<file path="config.mk">
export PLATFORM = sky130hd
export DESIGN_NAME = mii_tx_scheduler
export DESIGN_NICKNAME = d
export VERILOG_FILES = /design/src/rtl/mii_pkg.sv /design/src/rtl/rr_arb2.sv /design/src/rtl/mii_tx_scheduler.sv
export SDC_FILE = /design/constraint.sdc
export NUM_CORES = 1
export LEC_CHECK = 0
export ABC_AREA = 1
export BUFFER_PORTS_ARGS = -buffer_cell sky130_fd_sc_hd__buf_2
export CAP_MARGIN = 5
export CORE_MARGIN = 8
export CORE_UTILIZATION = 45
export CTS_CLUSTER_DIAMETER = 100
export CTS_CLUSTER_SIZE = 40
export DETAILED_ROUTE_END_ITERATION = 8
export MAX_ROUTING_LAYER = met4
export PLACE_DENSITY = 0.9
export SLEW_MARGIN = 30
export SYNTH_ARGS = -nofsm -noshare
export SYNTH_HDL_FRONTEND = slang
export SYNTH_SLANG_ARGS = --single-unit
</file>
<file path="constraint.sdc">
create_clock -name clk -period 2.8 [get_ports clk]
set_input_delay 0.42 -clock clk [delete_from_list [all_inputs] [get_ports clk]]
set_output_delay 0.42 -clock clk [all_outputs]
set_load 0.05 [all_outputs]
</file>
<file path="src/rtl/mii_pkg.sv">
// rtl/mii_pkg.sv - control codes, word constants and FSM state type for the MII TX lane
package mii_pkg;

  localparam logic [7:0]  IDLE_CODE  = 8'h07;
  localparam logic [7:0]  START_CODE = 8'hFB;
  localparam logic [7:0]  EOF_CODE   = 8'hFD;

  localparam logic [63:0] IDLE_WORD  = {8{IDLE_CODE}};
  localparam logic [63:0] START_WORD = {{7{IDLE_CODE}}, START_CODE};
  localparam logic [63:0] EOF_WORD   = {{7{IDLE_CODE}}, EOF_CODE};
  localparam logic [7:0]  CTRL_WORD  = 8'hFF;
  localparam logic [7:0]  DATA_CTRL  = 8'h00;

  typedef enum logic [2:0] {
    ST_IDLE,
    ST_START,
    ST_DATA,
    ST_EOF,
    ST_IFG
  } state_t;

endpackage

</file>
<file path="src/rtl/rr_arb2.sv">
// rtl/rr_arb2.sv - two-way round-robin arbiter holding the last-served pointer
module rr_arb2 (
  input  logic       clk,
  input  logic       i_rst_n,
  input  logic [1:0] i_req,
  input  logic       i_adv,
  output logic [1:0] o_gnt
);

  // Starts at source 1 so source 0 wins the first tie.
  logic r_last;

  always_comb begin
    o_gnt = i_req;
    if (i_req == 2'b11) o_gnt = r_last ? 2'b01 : 2'b10;
  end

  always_ff @(posedge clk or negedge i_rst_n) begin
    if (!i_rst_n) begin
      r_last <= 1'b1;
    end else if (i_adv && (|o_gnt)) begin
      r_last <= o_gnt[1];
    end
  end

endmodule

</file>
<file path="src/rtl/mii_tx_scheduler.sv">
// rtl/mii_tx_scheduler.sv - two-source round-robin frame scheduler driving the 64-bit MII TX lane
module mii_tx_scheduler
  import mii_pkg::*;
#(
  parameter int DATA_WIDTH = 64,
  parameter int CTRL_WIDTH = 8,
  parameter int LEN_WIDTH  = 8,
  parameter int IFG_CYCLES = 2
) (
  input  logic                  clk,
  input  logic                  i_rst_n,
  input  logic [1:0]            i_req,
  input  logic [LEN_WIDTH-1:0]  i_len0,
  input  logic [LEN_WIDTH-1:0]  i_len1,
  input  logic [DATA_WIDTH-1:0] i_data0,
  input  logic [DATA_WIDTH-1:0] i_data1,
  output logic [1:0]            o_grant,
  output logic [1:0]            o_rd,
  output logic [DATA_WIDTH-1:0] o_tx_data,
  output logic [CTRL_WIDTH-1:0] o_tx_ctrl
);

  localparam int IFG_W = (IFG_CYCLES > 1) ? $clog2(IFG_CYCLES) : 1;
  localparam logic [DATA_WIDTH-1:0] L_IDLE  = {(DATA_WIDTH/8){IDLE_CODE}};
  localparam logic [DATA_WIDTH-1:0] L_START = {{(DATA_WIDTH/8-1){IDLE_CODE}}, START_CODE};
  localparam logic [DATA_WIDTH-1:0] L_EOF   = {{(DATA_WIDTH/8-1){IDLE_CODE}}, EOF_CODE};
  localparam logic [CTRL_WIDTH-1:0] L_CTRL  = '1;
  localparam logic [CTRL_WIDTH-1:0] L_DATA  = '0;

  state_t                r_state;
  state_t                w_nstate;
  logic [LEN_WIDTH-1:0]  r_cnt;
  logic [IFG_W-1:0]      r_ifg;
  logic [1:0]            r_grant;
  logic [1:0]            w_arb_gnt;
  logic                  w_any;
  logic                  w_adv;
  logic [DATA_WIDTH-1:0] r_tx_data;
  logic [CTRL_WIDTH-1:0] r_tx_ctrl;

  assign w_any = |i_req;
  assign w_adv = (w_nstate == ST_START);

  rr_arb2 u_arb (
    .clk     (clk),
    .i_rst_n (i_rst_n),
    .i_req   (i_req),
    .i_adv   (w_adv),
    .o_gnt   (w_arb_gnt)
  );

  // r_cnt holds beats still to send; DATA is entered only while it is non-zero.
  always_comb begin
    w_nstate = r_state;
    case (r_state)
      ST_IDLE:  if (w_any) w_nstate = ST_START;
      ST_START: w_nstate = (r_cnt != '0) ? ST_DATA : ST_EOF;
      ST_DATA:  w_nstate = (r_cnt != '0) ? ST_DATA : ST_EOF;
      ST_EOF: begin
        if (IFG_CYCLES > 0) w_nstate = ST_IFG;
        else                w_nstate = w_any ? ST_START : ST_IDLE;
      end
      ST_IFG:   if (r_ifg == '0) w_nstate = w_any ? ST_START : ST_IDLE;
      default:  w_nstate = ST_IDLE;
    endcase
  end

  assign o_rd      = (w_nstate == ST_DATA) ? r_grant : 2'b00;
  assign o_grant   = r_grant;
  assign o_tx_data = r_tx_data;
  assign o_tx_ctrl = r_tx_ctrl;

  // Output word is chosen by the state being entered, so the lane matches r_state.
  always_ff @(posedge clk or negedge i_rst_n) begin
    if (!i_rst_n) begin
      r_state   <= ST_IDLE;
      r_cnt     <= '0;
      r_ifg     <= '0;
      r_grant   <= 2'b00;
      r_tx_data <= L_IDLE;
      r_tx_ctrl <= L_CTRL;
    end else begin
      r_state <= w_nstate;
      case (w_nstate)
        ST_START: begin
          r_grant   <= w_arb_gnt;
          r_cnt     <= w_arb_gnt[1] ? i_len1 : i_len0;
          r_tx_data <= L_START;
          r_tx_ctrl <= L_CTRL;
        end
        ST_DATA: begin
          r_cnt     <= r_cnt - 1'b1;
          r_tx_data <= r_grant[1] ? i_data1 : i_data0;
          r_tx_ctrl <= L_DATA;
        end
        ST_EOF: begin
          r_tx_data <= L_EOF;
          r_tx_ctrl <= L_CTRL;
        end
        ST_IFG: begin
          r_grant   <= 2'b00;
          r_ifg     <= (r_state == ST_EOF) ? IFG_W'(IFG_CYCLES - 1) : r_ifg - 1'b1;
          r_tx_data <= L_IDLE;
          r_tx_ctrl <= L_CTRL;
        end
        default: begin
          r_grant   <= 2'b00;
          r_tx_data <= L_IDLE;
          r_tx_ctrl <= L_CTRL;
        end
      endcase
    end
  end

endmodule

</file>
======== Word level (Yosys, flattened, before mapping) ========
Cells that the tools add are included.
Widths: inputs -> output; s select.
word-level totals
  flip-flop bits (word level) ............. 87
  output and inout bits ................... 76
  logic and storage cells ................. 41
cells by class
  reduce and logical (&&, ||, !) cells .... 8
  muxes and demuxes ....................... 15
  eq/ne operators ......................... 9
  add/subtract/negate cells ............... 2
operator list
  operator             count
  $pmux 64 s3          1
  $mux 64              1
  $mux 8               2
  $pmux 8 s2           1
  $eq 3x2->1 const B   4
  $pmux 3 s4           1
  $reduce_bool 8->1    1
  $reduce_or 2->1      4
  $sub 8x1->8 const B  1
  $eq 3x1->1 const B   2
  $eq 3x3->1 const B   2
  $mux 2               3
  $mux 3               2
  $pmux 2 s2           1
  $logic_not 3->1      1
  $mux 1               3
  $eq 2x2->1 const B   1
  $reduce_bool 2->1    1
  $logic_and 1x1->1    1
  $sub 1x1->1 const B  1

======== Logic depth before layout (Yosys ltp) ========
  word-level depth ........................ 7
  mapped depth ............................ 11

======== Hierarchy ========
A second synthesis with hierarchy kept.
second synthesis, totals
  cell total of the unflattened synthesis .. 444
  area, all modules ....................... 3,697.3 µm²
modules (own cells, without submodules)
  module            times used  area each (µm²)  cells an instance  sequential area each (µm²)
  mii_tx_scheduler  1           3,636.0          436                2,008.2
  rr_arb2           1           61.3             8                  26.3

======== Worst setup path before layout ========
OpenSTA, ideal clock, no wires.
  kind .................................... reg-to-output
  start point ............................. register r_cnt[0]
  end point ............................... output port o_rd[1]
  slack ................................... 0.512 ns
  data arrival time ....................... 1.868 ns
  data required time ...................... 2.380 ns
  path buffers ............................ 1
  stages on the path, launching flop included .. 9
  path through ............................ dfrtp_1 inv_1 ha_1 nand2_1 nor2_1 nand2_1 nand4_4 buf_2 nor2_1
between the ends
  longest elaborated chain between the ends .. 5
ends and longest elaborated chain
  what                    line                                            RTL
  from (decl)             mii_tx_scheduler.sv:32                          logic [LEN_WIDTH-1:0] r_cnt;
  from (signal assigned)  mii_tx_scheduler.sv:87                          r_cnt <= w_arb_gnt[1] ? i_len1 : i_len0;
  from (signal assigned)  mii_tx_scheduler.sv:92                          r_cnt <= r_cnt - 1'b1;
  $reduce_bool 8->1       mii_tx_scheduler.sv:57, mii_tx_scheduler.sv:58
  $mux 1                  mii_tx_scheduler.sv:57, mii_tx_scheduler.sv:58
  $pmux 3 s4              mii_tx_scheduler.sv:55                          case (r_state)
  $eq 3x2->1              mii_tx_scheduler.sv:68                          assign o_rd = (w_nstate == ST_DATA) ? r_grant : 2'b00;
  $mux 2                  mii_tx_scheduler.sv:68
  to (decl)               mii_tx_scheduler.sv:18                          output logic [1:0] o_rd,
Every way passes these cells.

======== Worst setup path in the final report ========
Same ends and word-level chain as after synthesis.

==> results.md <==
- Counting every net in the synthesized netlist gives 587.
- The width of the die is 107 um.
- The peak ir drop on the vdd network is ~290 uV.
- From synthesis to final layout, the design area changed by 35.5%.
- 0 antenna diodes ended up in the layout.
- The slew at the pin with the worst max-slew slack is 0.700 ns.
- The number of nets in the final layout is 800.
- The count of cells in the finished layout, fillers not included, comes to 761.
- Setup repair after global routing left no endpoint under its margin.
- The number of clock sinks is 80.
- In this run, post-CTS hold repair placed 0 buffers.
- Power spread over the standard cell area amounts to between 400 and 500 nW/um^2.
- The number of global-route vias before repair is 3841.
- The startpoint of the most critical register-to-register path is r_cnt[0].
- For this run, asynchronously set or reset flops after synthesis account for 1.00.
- The total number of placement rows is 33.
- The TritonCTS clock tree is yes.
- The netlist area before placement is 3730 um^2.
- Detailed placement finished with a half-perimeter wire length of 9.47 mm.
- Of the available clock period, the critical path in the final layout requires 0.878.
- The die outline area is 11500 um^2.
- The number of buffers created by CTS is 9.
- The total of flip-flops plus latches after synthesis is 80.
- After synthesis, the share of cell area in mux cells is 0.00268.
- Derived from the worst setup path, the maximum achievable clock frequency is 407 MHz.
- During synthesis, Yosys emitted a total of 0 warnings.
- After floorplanning, the core was sized to cover 8130 um^2.
- The most critical setup path has its endpoint at o_rd[1].
- The flow ran to the end, and the final reports show no timing, DRC or antenna violations.
- OpenSTA, run right after detailed placement, puts the worst setup slack at approximately 0.71 ns.
- The first global-routing pass estimated 18.8 mm of wire.
- Of the total synthesized cell area, the portion taken by full adders, half adders and majority gates is 0.00335.
- The path length in cells of the critical path is 8.
- The maximum cell stage delay along the critical path is 0.36 ns.
- The peak fanout along the critical path is 20.
- The category of the critical setup timing path is reg2out.
- The largest net degree at the start of global routing is just over 80.
- Of the total synthesized cell area, the portion taken by XOR and XNOR cells is 0.00938.
- The global-route congestion overflow total is 0.
- The initial antenna violation count was 0.
- The clock period minus final worst setup slack is 2.46 ns.
- In this run, synthesis inferred 0 flip-flops with an integrated enable.
- The worst hold path belongs to the class in2async.
- The count of buffering cells on the critical path with inverters included is 2.
- The critical path's top delay family is simple AND/OR/NAND/NOR gates.
- Of the total power, the share spent switching nets is 0.286.
- In this run the static leakage power is 2.67 nW.
- In the global route stage, overall resource usage came out at 0.211.
- The startpoint type of the worst setup path is a flop.
- In the final timing run, aggregate negative setup slack is 0 ns.
- The clock network latency to the later pin of the worst-skew pair is 0.34 ns.
- The critical path goes through inv_1 > ha_1 > nand2_1 > nor2_1 > nand2_1 > nand4_4 > nor2_1 > buf_2.
- The iteration count of the initial detailed-routing pass is 5.
- The sequential fraction of the synthesis area is 0.545.
- The post-detailed-route DRC marker count is 0.
- The I/O pin count is 224.
- The worst register-to-register path has a depth of 9.
- The finished cells cover 5060 um^2.
- The count of mapped cells out of synthesis is between 400 and 500.
- After the first detailed-routing iteration, the DRC count stood at between 100 and 150.
- The relative slew slack is 0.533.
- The initial core utilization is 0.459.
- The total of cells resized after clock tree synthesis is 0.
- The setup skew after layout is 0.00734 ns.
- The most instantiated flip-flop cell in the synthesis netlist is sky130_fd_sc_hd__dfrtp_1.
- The reg-to-reg setup timing slack is around 0.74 ns.
- Data on the critical path arrives at its endpoint at roughly 2 ns.
- The floorplan step set the die height to 107 um.
- The switching component of the power is around 0.7 mW.
- After clock tree synthesis, the clock-pin slew on the worst setup and hold paths is 0.08 ns.
- The number of max-capacitance violations reported is 0.
- Counting along the longest clock path gives a buffer depth of 2.
- Once routing completed, OpenROAD measured the worst setup slack at 0.342 ns.
- The share of total power dissipated in combinational logic is 0.170.
- Of the total synthesized cell area, the portion taken by AND, OR, NAND and NOR gates is 0.247.
- The required arrival time at the worst endpoint is ~2.4 ns.
- In this run, distinct cell masters in the synthesized netlist total 28.
- In the final layout, the share of cells above drive strength 1 is 0.471.
- The max-slew violation count was 0.
- The count of buffers added by post-CTS timing repair for setup is 0.
- The total number of H-tree levels is 3.
- During placement, the flow inserted port buffers numbering 223.
- The post-placement cell count is 745.
- By area, the combinational part of the netlist is dominated by simple AND/OR/NAND/NOR gates.
- In this run the cell area measured after placement is roughly 4900 um^2.
- The part of the total power dissipated in sequential elements is 0.489.
- The reg-to-reg critical path endpoint is o_tx_data[3].
- The routed design has 12.2 mm of wire.
- The average cell area after synthesis is 8.53 um^2.
- The number of failing hold endpoints at the final stage is 0.
- The share of total power dissipated in the clock network is 0.340.
- At the end of routability-driven placement, the weighted congestion stood at ~0.9.
- The beginning of the critical path is r_cnt[0].
- The root buffer selected by CTS is sky130_fd_sc_hd__clkbuf_8.
- The capturing element type of the critical path is an output port.
- The internal power of the cells totals between 1.5 and 2 mW.
- The synthesized-area fraction occupied by ao, oa, aoi and oai cells is 0.123.
- The via count of the routed design is 3702.
- The count of nets left with antenna violations once routing finished came out at 0.
- The slowest stage of the critical path belongs to the cell sky130_fd_sc_hd__dfrtp_1.
- Dividing the detail-routed via count by the number of cells gives 4.86.
- The average detailed-routed wire length per instance is between 15 and 20 um.
- Setup violations remaining at the end of the flow were counted as 0.
through the flow:
stage                     utilization  total power, mW  hold WS (ns)
after global placement          0.598             1.67         0.465
final                           0.622             2.51         0.114
after floorplan                     -             1.49         0.124
after global routing            0.622             2.60         0.168
after CTS                       0.622             2.53         0.271
after detailed placement        0.598             1.68         0.478
sequential cells by signal, summed over array words and instances (netlist names):
| register | cells |
|---|---|
| o_grant | 2 |
| o_tx_ctrl | 1 |
| o_tx_data | 64 |
| r_cnt | 8 |
| r_ifg | 1 |
| r_state | 3 |
| u_arb.r_last | 1 |
Yosys cell counts (5+ instances only):
cell type                  count  share of area
sky130_fd_sc_hd__clkbuf_1     11          0.011
sky130_fd_sc_hd__a21oi_2      20          0.047
sky130_fd_sc_hd__dfstp_2      26           0.18
sky130_fd_sc_hd__a21oi_1      21          0.028
sky130_fd_sc_hd__inv_2         6         0.0060
sky130_fd_sc_hd__or2_2         6          0.010
sky130_fd_sc_hd__nand3_1      17          0.023
sky130_fd_sc_hd__buf_6         5          0.015
sky130_fd_sc_hd__nand2_1     139           0.14
sky130_fd_sc_hd__nor2_1       58          0.058
sky130_fd_sc_hd__buf_4         8          0.016
sky130_fd_sc_hd__inv_1        17          0.017
sky130_fd_sc_hd__dfrtp_1      54           0.36
sky130_fd_sc_hd__o21ai_0      26          0.035
power by group through the flow:
| stage | clock, mW | combinational (mW) | sequential, mW |
|---|---|---|---|
| 2_1_floorplan | 0 | 0.0646 | 1.42 |
| 3_3_place_gp | 0 | 0.421 | 1.25 |
| 3_5_place_dp | 0 | 0.430 | 1.25 |
| 4_1_cts | 0.870 | 0.430 | 1.23 |
| 5_1_grt | 0.915 | 0.456 | 1.23 |
| 6_report | 0.854 | 0.427 | 1.23 |
cell families (layout without fill, tap and decap cells):
family,Yosys count,count (layout)
buffers and inverters,51,269
XOR/XNOR,4,4
flip-flops,80,80
adder cells (fa/ha/maj),1,1
multiplexers,1,1
AO/OA/AOI/OAI,74,74
AND/OR/NAND/NOR,227,227
metal layers:
| metal | up-vias | part of all wire | GRT usage | routed length (um) |
|---|---|---|---|---|
| met5 | - | 0 | - | 0 |
| met4 | 0 | 0.014 | 0.0573 | 176 |
| met3 | 15 | 0.077 | 0.0534 | 932 |
| met2 | 162 | 0.52 | 0.373 | 6380 |
| met1 | 1727 | 0.39 | 0.230 | 4690 |
| li1 | 1798 | - | - | - |
layout make-up:
type                       count  area, um^2
clock buffer                  11         141
clock inverter                 5        56.3
fill                         719        3070
inverter                      23        86.3
multi-input combinational    307        1440
sequential                    80        2040
tap                          105         131
timing repair buffer         230        1170
cell usage in the layout (no fill, tap or decap), drive strengths merged, types with 3 or more instances in the layout:
master	Yosys	layout
inv	23	23
dfrtp	54	54
o21ai	29	29
nor2	58	58
nand3	17	17
xor2	3	3
nand4	4	4
clkinv	0	3
or2	6	6
a21oi	41	41
clkbuf	11	11
buf	17	230
dfstp	26	26
nand2	142	142
how the worst min path moves through the flow:
stage	from	cells past startpoint	slack (ns)	to
after floorplan	i_rst_n	0	0.12	o_grant[0]
after global placement	r_cnt[0]	2	0.47	r_cnt[0]
after detailed placement	r_cnt[5]	2	0.48	r_cnt[5]
after CTS	i_rst_n	1	0.27	o_tx_data[52]
after global routing	i_rst_n	1	0.17	o_tx_data[46]
final	i_rst_n	1	0.11	o_tx_data[60]
(Power assumes the default switching activity.)
